<file path="src/rtl/fetch_unit_pkg.sv">
// Shared constants and payload types for the instruction-fetch stage.
package fetch_unit_pkg;

   localparam int XLEN = 32;
   localparam logic [XLEN-1:0] NOP_INSTR        = 32'h0000_0013;
   localparam logic [XLEN-1:0] DEFAULT_RESET_PC = 32'h0000_0000;

   // One buffered fetch: the instruction word together with the address it came from.
   typedef struct packed {
      logic [XLEN-1:0] pc;
      logic [XLEN-1:0] instr;
   } fetch_entry_t;

   // Force a target address onto a word boundary.
   function automatic logic [XLEN-1:0] alignPc(input logic [XLEN-1:0] addr);
      return addr & ~XLEN'(3);
   endfunction

endpackage

</file>
<file path="src/rtl/fetch_fifo.sv">
// Small circular buffer of {pc, instr} pairs sitting between fetch and decode.
module fetch_fifo
   import fetch_unit_pkg::*;
#(
   parameter int DEPTH = 2,
   parameter int CNT_W = $clog2(DEPTH + 1)
) (
   input  logic             clk,
   input  logic             rst_n,
   input  logic             push_i,
   input  logic             pop_i,
   input  logic             clear_i,
   input  fetch_entry_t     pushData_i,
   output fetch_entry_t     headData_o,
   output logic [CNT_W-1:0] count_o,
   output logic             empty_o,
   output logic             full_o
);

   localparam int PTR_W = (DEPTH > 1) ? $clog2(DEPTH) : 1;
   localparam logic [PTR_W-1:0] LAST_PTR = PTR_W'(DEPTH - 1);

   fetch_entry_t     mem_q [DEPTH];
   logic [PTR_W-1:0] rdPtr_q, rdPtr_d;
   logic [PTR_W-1:0] wrPtr_q, wrPtr_d;
   logic [CNT_W-1:0] count_q, count_d;
   logic             doPush;
   logic             doPop;

   function automatic logic [PTR_W-1:0] bumpPtr(input logic [PTR_W-1:0] ptr);
      return (ptr == LAST_PTR) ? '0 : ptr + PTR_W'(1);
   endfunction

   // Status flags, qualified push/pop and next pointer/count; clear wins over everything.
   always_comb begin
      empty_o = (count_q == '0);
      full_o  = (count_q == CNT_W'(DEPTH));
      doPop   = pop_i & ~empty_o & ~clear_i;
      doPush  = push_i & (~full_o | doPop) & ~clear_i;
      rdPtr_d = rdPtr_q;
      wrPtr_d = wrPtr_q;
      count_d = count_q;
      if (clear_i) begin
         rdPtr_d = '0;
         wrPtr_d = '0;
         count_d = '0;
      end else begin
         if (doPop) begin
            rdPtr_d = bumpPtr(rdPtr_q);
         end
         if (doPush) begin
            wrPtr_d = bumpPtr(wrPtr_q);
         end
         count_d = count_q + CNT_W'(doPush) - CNT_W'(doPop);
      end
      headData_o = mem_q[rdPtr_q];
      count_o    = count_q;
   end

   // Pointer and occupancy registers.
   always_ff @(posedge clk or negedge rst_n) begin
      if (!rst_n) begin
         rdPtr_q <= '0;
         wrPtr_q <= '0;
         count_q <= '0;
      end else begin
         rdPtr_q <= rdPtr_d;
         wrPtr_q <= wrPtr_d;
         count_q <= count_d;
      end
   end

   // Payload storage needs no reset; an entry is only read after it has been written.
   always_ff @(posedge clk) begin
      if (doPush) begin
         mem_q[wrPtr_q] <= pushData_i;
      end
   end

endmodule

</file>
<file path="src/rtl/fetch_unit.sv">
// Instruction-fetch stage: owns the PC, issues credit-limited word fetches and buffers results for decode.
module fetch_unit
   import fetch_unit_pkg::*;
#(
   parameter logic [XLEN-1:0] RESET_PC   = DEFAULT_RESET_PC,
   parameter int              FIFO_DEPTH = 2
) (
   input  logic            clk,
   input  logic            rst,
   input  logic            stall_if,
   input  logic            pc_src,
   input  logic [XLEN-1:0] new_pc,
   output logic            imem_req_valid,
   input  logic            imem_req_ready,
   output logic [XLEN-1:0] imem_req_addr,
   input  logic            imem_rsp_valid,
   input  logic [XLEN-1:0] imem_rsp_data,
   output logic            instr_valid_if,
   output logic [XLEN-1:0] instr_if,
   output logic [XLEN-1:0] pc_if
);

   localparam int CNT_W = $clog2(FIFO_DEPTH + 1);

   logic [XLEN-1:0]  pc_q, pc_d;
   logic [CNT_W-1:0] outstanding_q, outstanding_d;
   logic [CNT_W-1:0] drop_q, drop_d;
   logic [CNT_W-1:0] fifoCount;
   logic             fifoEmpty;
   logic             fifoFull;
   logic             pop;
   logic             accept;
   logic             rspPush;
   logic [31:0]      creditSum;
   fetch_entry_t     headEntry;
   fetch_entry_t     pushEntry;

   fetch_fifo #(
      .DEPTH (FIFO_DEPTH),
      .CNT_W (CNT_W)
   ) u_fifo (
      .clk        (clk),
      .rst_n      (rst),
      .push_i     (rspPush),
      .pop_i      (pop),
      .clear_i    (pc_src),
      .pushData_i (pushEntry),
      .headData_o (headEntry),
      .count_o    (fifoCount),
      .empty_o    (fifoEmpty),
      .full_o     (fifoFull)
   );

   // Handshake, credit and push decisions. Requests in flight plus buffered entries never exceed the
   // buffer depth, so every response has a slot waiting. The PC of the oldest live request is the
   // current PC minus one word per outstanding request, which holds once all stale responses are gone.
   always_comb begin
      pop            = ~fifoEmpty & ~stall_if & ~pc_src;
      creditSum      = 32'(outstanding_q) + 32'(fifoCount) - 32'(pop);
      imem_req_valid = rst & (creditSum < 32'(FIFO_DEPTH));
      imem_req_addr  = pc_q;
      accept         = imem_req_valid & imem_req_ready;
      rspPush        = imem_rsp_valid & (drop_q == '0) & ~pc_src;
      pushEntry.pc    = pc_q - (XLEN'(outstanding_q) << 2);
      pushEntry.instr = imem_rsp_data;
      instr_valid_if = ~fifoEmpty;
      instr_if       = fifoEmpty ? NOP_INSTR : headEntry.instr;
      pc_if          = fifoEmpty ? '0 : headEntry.pc;
   end

   // Next PC and counters. On a redirect everything still in flight, including this cycle's accept,
   // becomes stale and must be discarded when it returns.
   always_comb begin
      outstanding_d = outstanding_q + CNT_W'(accept) - CNT_W'(imem_rsp_valid);
      drop_d        = drop_q;
      pc_d          = pc_q;
      if (pc_src) begin
         pc_d   = alignPc(new_pc);
         drop_d = outstanding_d;
      end else begin
         if (accept) begin
            pc_d = pc_q + XLEN'(4);
         end
         if (imem_rsp_valid && (drop_q != '0)) begin
            drop_d = drop_q - CNT_W'(1);
         end
      end
   end

   // Fetch control state registers.
   always_ff @(posedge clk or negedge rst) begin
      if (!rst) begin
         pc_q          <= RESET_PC;
         outstanding_q <= '0;
         drop_q        <= '0;
      end else begin
         pc_q          <= pc_d;
         outstanding_q <= outstanding_d;
         drop_q        <= drop_d;
      end
   end

   // A response must never land in a full buffer unless the head leaves in the same cycle.
   noOverflow: assert property (@(posedge clk) disable iff (!rst) !(rspPush && fifoFull && !pop));

endmodule

</file>
<file path="config.mk">
export PLATFORM = sky130hd
export DESIGN_NAME = fetch_unit
export DESIGN_NICKNAME = d
export VERILOG_FILES = /design/src/rtl/fetch_unit_pkg.sv /design/src/rtl/fetch_fifo.sv /design/src/rtl/fetch_unit.sv
export SDC_FILE = /design/constraint.sdc
export NUM_CORES = 1
export LEC_CHECK = 0
export ABC_AREA = 1
export CORE_UTILIZATION = 25
export DETAILED_ROUTE_END_ITERATION = 8
export HOLD_SLACK_MARGIN = 0.02
export PLACE_DENSITY = 0.43
export SLEW_MARGIN = 40
export SYNTH_ARGS = -nofsm -noshare
export SYNTH_HDL_FRONTEND = slang
export SYNTH_SLANG_ARGS = --single-unit
</file>
<file path="constraint.sdc">
create_clock -name clk -period 9.4 [get_ports clk]
set_input_delay 1.88 -clock clk [delete_from_list [all_inputs] [get_ports clk]]
set_output_delay 1.88 -clock clk [all_outputs]
set_load 0.02 [all_outputs]
</file>
==> results of run 1 <==
[layer usage]
layer	track usage	vias up
li1	-	3367
met2	0.246	158
met3	0.0271	8
met5	0	-
met4	0.0293	0
met1	0.201	3089
[power by group]
| group | leakage [nW] | switching, mW | internal, mW |
|---|---|---|---|
| registers | 1.59 | 0.129 | 0.909 |
| logic | 2.31 | 0.642 | 0.393 |
| clock network | 0.282 | 0.304 | 0.423 |
[worst paths after layout]
path / from / to / slack, ns / depth (start not counted)
worst min register to register: drop_q[0] / drop_q[0] / 0.57 / 2
max in group asynchronous: rst / u_fifo.rdPtr_q / 7.43 / 2
worst max register to register: u_fifo.count_o[1] / imem_req_addr[30] / 5.36 / 17
min in group asynchronous: rst / imem_req_addr[21] / 1.54 / 2
worst min-delay path: drop_q[0] / drop_q[0] / 0.57 / 2
worst max-delay path: pc_src / imem_req_valid / 2.99 / 11
[stage by stage]
step	util	hold WS (ns)	instances	power, mW
5_1_grt	0.336	0.601	1542	2.99
2_1_floorplan	-	0.482	942	1.64
3_5_place_dp	0.318	0.559	1510	2.10
3_3_place_gp	0.317	0.555	1510	2.10
6_report	0.336	0.568	1542	2.80
4_1_cts	0.336	0.577	1542	2.84
[worst max-delay path, cell delays in order]
cell,delay (ns)
clkdlybuf4s50_1,0.45
buf_4,0.30
nor2_1,0.09
ha_1,0.28
inv_1,0.03
nand2_1,0.07
inv_1,0.05
fa_1,0.37
xnor2_1,0.21
and3_1,0.19
clkdlybuf4s50_1,0.59
[sequential cells by signal, summed over array words and instances (netlist names)]
name,cells
u_fifo.mem_q,124
imem_req_addr,30
drop_q,2
outstanding_q,2
u_fifo.count_o,2
u_fifo.rdPtr_q,1
u_fifo.wrPtr_q,1
[cell usage in the layout (no fill, tap or decap), types with 11 or more instances in the layout]
cell | netlist | routed
a21oi_1 | 60 | 60
nand3_1 | 60 | 60
edfxtp_1 | 124 | 124
dfrtp_1 | 38 | 37
nand2_1 | 313 | 313
clkdlybuf4s50_1 | 0 | 160
xor2_1 | 31 | 31
o21ai_0 | 14 | 14
ha_1 | 11 | 11
inv_1 | 62 | 62
nor2_2 | 12 | 12
clkbuf_16 | 0 | 17
nor2_1 | 97 | 94
o21ai_1 | 14 | 14
[logic make-up after synthesis]
group,count (synthesis),share of synthesized area
multiplexers,1,0.00121
buffers and inverters,112,0.0560
AND/OR/NAND/NOR,520,0.262
flip-flops,162,0.563
AO/OA/AOI/OAI,95,0.0590
adder cells (fa/ha/maj),13,0.0214
other,1,0.000451
XOR/XNOR,35,0.0369
[layout make-up]
| cell class | instances | area, sq um |
|---|---|---|
| Fill cell | 3410 | 21700 |
| Sequential cell | 162 | 4680 |
| Multi-Input combinational cell | 668 | 3200 |
| Timing Repair Buffer | 168 | 1670 |
| Tap cell | 442 | 553 |
| Clock buffer | 18 | 429 |
| Inverter | 70 | 264 |
| Clock inverter | 14 | 176 |
==> results.md, run 1 <==
- Status: finished clean
- Clk sinks: 162
- Share of layout cells above drive strength 1: 0.0718
- Clk buf depth: 2
- Count leader, synth: nand2_1
- Slew @ Worst Pin: 0.801 ns
- Accumulated negative setup slack: 0 ns
- Via-per-instance ratio: 4.29
- Initial antenna violation count: 0
- Post-synthesis register bit count: 162
- # hold bufs at CTS: 0
- Clock slew seen by the registers of the worst setup and hold paths: 0.08 ns
- Worst path arrival time: 4.53 ns
- Vias: 6622
- CTS tree: yes
- EDFF count, synth: 124
- Tmin final: 6.41 ns
- Cells after Synth: 939
- Largest net degree at the start of global routing: 63
- Final setup viols: 0
- Yosys warns: 0
- Final antenna-violating net count: 0
- Die area: 34000 sq um
- Die Wd: 184 microns
- Ys flop type: edfxtp_1
- Slew headroom: 0.466
- Initial Utilization: 0.255
- Initial drt markers: 285
- Setup WS pre-CTS: 2.96 ns
- H-tree Lvls: 4
- Synth area leaders: edfxtp_1 (45%), nand2_1 (14%), dfrtp_1 (11%), nor2_1 (4.4%), a21oi_1 (3.6%)
- Data required, critical path: 7.52 ns
- Sequential area share after synthesis: 0.563
- Top cell type's share of synthesized area: 0.448
- CP Launch Type: primary input
- Area after DPL: 10400 sq um
- Wire per inst: 15.9 microns
- Total global-route track usage: 0.148
- Core Rows: 66
- Dpl hpwl: 16.7 mm
- Clock root buffer: clkbuf_16
- Slew Limit Fails: 0
- DR pass1 iterations: 4
- Worst hold path type: reg -> reg
- Crit Path Max Fanout: 27
- Setup CP Type: in -> out
- Routed wire length: 24.6 mm
- GPL Wtd Cong: 0.841
- Max-cap violations: 0
- Largest area contributor in the netlist: edfxtp_1
- Share of flip-flops with an asynchronous set or reset: 0.235
- Synth-to-Final Area Change: 32.0%
- Congestion Overflow GR: 0
- Post-CTS Setup Bufs: 0
- CP Capture Type: output port
- Number of global-route vias before repair: 6591
- Final instance area: 11000 sq um
- Core Box Area: 32600 sq um
- Fmax: 0.156 GHz
- Final WS setup: 2.99 ns
- Met3 WL: 997 microns
- M1 wire length: 12.0 mm
- Port Buffer Count: 161
- Post-Syn Area: 8310 sq um
- Die height: 184 microns
- Num CTS Buffers: 17
- Synth Area per Inst: 8.85 sq um
- Layout Nets: 1170
- Clock Skews: 0.0180 ns
- Diodes inserted: 0
- Max layer used: met4
- Tcrit/Tclk final: 0.681
- Post-CTS sizing: 0
- # DRC: 0
- Commonest cells in the netlist: nand2_1 (313), edfxtp_1 (124), nor2_1 (97)
- Unrepaired setup endpoints after global routing: no
- Clk Latency, worst-skew pair: 0.42 ns
- Post-synth cell types: 39
- Hold Fails Final Rpt: 0
- Leakage power: 4.19 nW
- First-pass GRT wire length: 38.0 mm
- Pwr dens: 255 nW/um^2
- IO Count: 168
- Met2 WL: 11.4 mm
- Worst vdd ir: 0.124 mV
(Power assumes the default switching activity.)
==> inputs of run 2 (changes only) <==
Clock period 9.4 ns to 6.45 ns, I/O delays scaled along.
==> run 2 against run 1 <==
Effect of this change: worst setup slack got worse by 1.6 ns; die area did not move; cell count grew 0.26%; core utilization grew 0.069 points; sequential power grew 44%; non-clock buffer count is 4 higher; power rose by 45%; sequential share of layout area decreased by 0.087 points; register-to-register slack got worse by 2.2 ns; critical path type unchanged; critical endpoint unchanged.
==> results.md, run 2 (synthesis gave the netlist of run 1 again) <==
- Max reg flops: 124 (unchanged)
- CP Launch Type: primary input
- Met3 WL: 1.09 mm (+9.0%)
- # hold bufs at CTS: 0 (unchanged)
- CP Capture Type: output port
- Leakage power: 4.22 nW (+0.84%)
- IO Count: 168 (unchanged)
- Via-per-instance ratio: 4.32 (+0.64%)
- Diodes inserted: 0 (unchanged)
- Core Box Area: 32600 sq um (unchanged)
- Initial Utilization: 0.255 (unchanged)
- Fmax: 0.197 GHz
- Dpl hpwl: 17.4 mm (+4.4%)
- Die Wd: 184 microns (unchanged)
- Commonest non-fill, non-tap cell in the layout: nand2_1
- Clock Skews: 0.0169 ns (-0.00110 ns)
- Die height: 184 microns (unchanged)
- Accumulated negative setup slack: 0 ns (unchanged)
- Layout Nets: 1174 (+0.34%)
- Wire per inst: 16.0 microns (+0.18%)
- Worst hold path type: reg -> reg
- Slew headroom: 0.480 (+0.0140)
- Tmin final: 5.08 ns
- Clk sinks: 162 (unchanged)
- DR pass1 iterations: 4 (unchanged)
- Largest net degree at the start of global routing: 63 (unchanged)
- Status: finished clean
- First-pass GRT wire length: 38.2 mm (+0.78%)
- M1 wire length: 12.1 mm (+0.23%)
- Slew Limit Fails: 0 (unchanged)
- Unrepaired setup endpoints after global routing: no
- Max layer used: met5
- H-tree Lvls: 4 (unchanged)
- Final instance area: 11000 sq um (+0.21%)
- Routed wire length: 24.7 mm (+0.44%)
- Worst vdd ir: 0.193 mV (+55%)
- # DRC: 0 (unchanged)
- Met2 WL: 11.3 mm (-0.36%)
- Synth-to-Final Area Change: 32.3%
- Final setup viols: 0 (unchanged)
- GPL Wtd Cong: 0.856 (+1.8%)
- Port Buffer Count: 161 (unchanged)
- Clock slew seen by the registers of the worst setup and hold paths: 0.06 ns (-0.02 ns)
- Clk Latency, worst-skew pair: 0.44 ns (+0.02 ns)
- Num CTS Buffers: 17 (unchanged)
- Power Total: 4.05 mW (+45%)
- Clock root buffer: clkbuf_16
- Crit Path Max Fanout: 4 (-85%)
- Vias: 6682 (+0.91%)
- Die area: 34000 sq um (unchanged)
- Share of layout cells above drive strength 1: 0.0761 (+0.00427)
- Total global-route track usage: 0.151 (+0.00254)
- CTS tree: yes
- Max-cap violations: 0 (unchanged)
- Setup CP Type: in -> out
- Final WS setup: 1.37 ns (-1.62 ns)
- Initial drt markers: 268 (-6.0%)
- Post-CTS Setup Bufs: 0 (unchanged)
- Clk buf depth: 2 (unchanged)
- Slew @ Worst Pin: 0.780 ns (-0.0210 ns)
- Pwr dens: 369 nW/um^2 (+44%)
- Area after DPL: 10400 sq um (+0.36%)
- Final antenna-violating net count: 0 (unchanged)
- Number of global-route vias before repair: 6564 (-0.41%)
- Hold Fails Final Rpt: 0 (unchanged)
- Post-CTS sizing: 0 (unchanged)
- Congestion Overflow GR: 0 (unchanged)
- Setup WS pre-CTS: 1.35 ns (-1.61 ns)
- Initial antenna violation count: 1 (+1)
- Commonest non-fill, non-tap cells in the layout: nand2_1 (313), clkdlybuf4s50_1 (160), edfxtp_1 (124)
- Tcrit/Tclk final: 0.787
- Most flop-heavy register: u_fifo.mem_q
- Data required, critical path: 5.16 ns (-2.36 ns)
- Worst path arrival time: 3.79 ns (-0.74 ns)
- Core Rows: 66 (unchanged)
- Worst hold margin: 0.571 ns (+0.00315 ns)
run 2: changes by cell type in the layout (fill, tap and decap cells not counted), sizes merged:
cell,previous run,this run
bufinv,3,2
inv,74,71
buf,8,12
clkbuf,18,23
clkinvlp,4,1
clkinv,3,5
run 2: layout make-up:
cell class	instances	area, sq um
inverters	70	264
clock buffers	23	487
flip-flops and latches	162	4680
repair buffers	172	1700
clock inverters	9	104
multi-input cells	668	3200
well taps	442	553
fillers	3429	21600
run 2: worst paths after layout:
| kind | startpoint | endpoint | slack, ns | cells after the start |
|---|---|---|---|---|
| min in group asynchronous | rst | imem_req_addr[25] | 1.03 | 2 |
| min reg2reg | drop_q[1] | drop_q[1] | 0.57 | 2 |
| max | stall_if | imem_req_valid | 1.37 | 12 |
| min | drop_q[1] | drop_q[1] | 0.57 | 2 |
| max in group asynchronous | rst | u_fifo.rdPtr_q | 5.00 | 2 |
| max reg2reg | u_fifo.count_o[1] | imem_req_addr[28] | 3.18 | 16 |
run 2: per-stage QoR:
stage | instances | utilization
finish | 1546 | 0.337
global route | 1546 | 0.337
CTS | 1546 | 0.337
detailed placement | 1514 | 0.319
global placement | 1512 | 0.318
floorplan | 942 | -
run 2: metal layers:
metal,global-route usage,up-vias
met1,0.208,3115
met2,0.238,164
li1,-,3383
met4,0.0363,2
met3,0.0348,18
met5,0,-
run 2: where the power goes:
part	internal (mW)	switching [mW]	total, mW
clock network	0.611	0.413	1.02
logic	0.579	0.948	1.53
registers	1.32	0.177	1.50
total	2.51	1.54	4.05
run 2: critical path: stages:
cell and delay (ns):
clkdlybuf4s50_1 0.49, nor2_1 0.05, inv_1 0.11, nor2_1 0.06
ha_1 0.26, inv_1 0.03, nand2_1 0.06, inv_1 0.05
fa_1 0.43, nor2_1 0.17, and3_1 0.18, clkdlybuf4s50_1 0.60
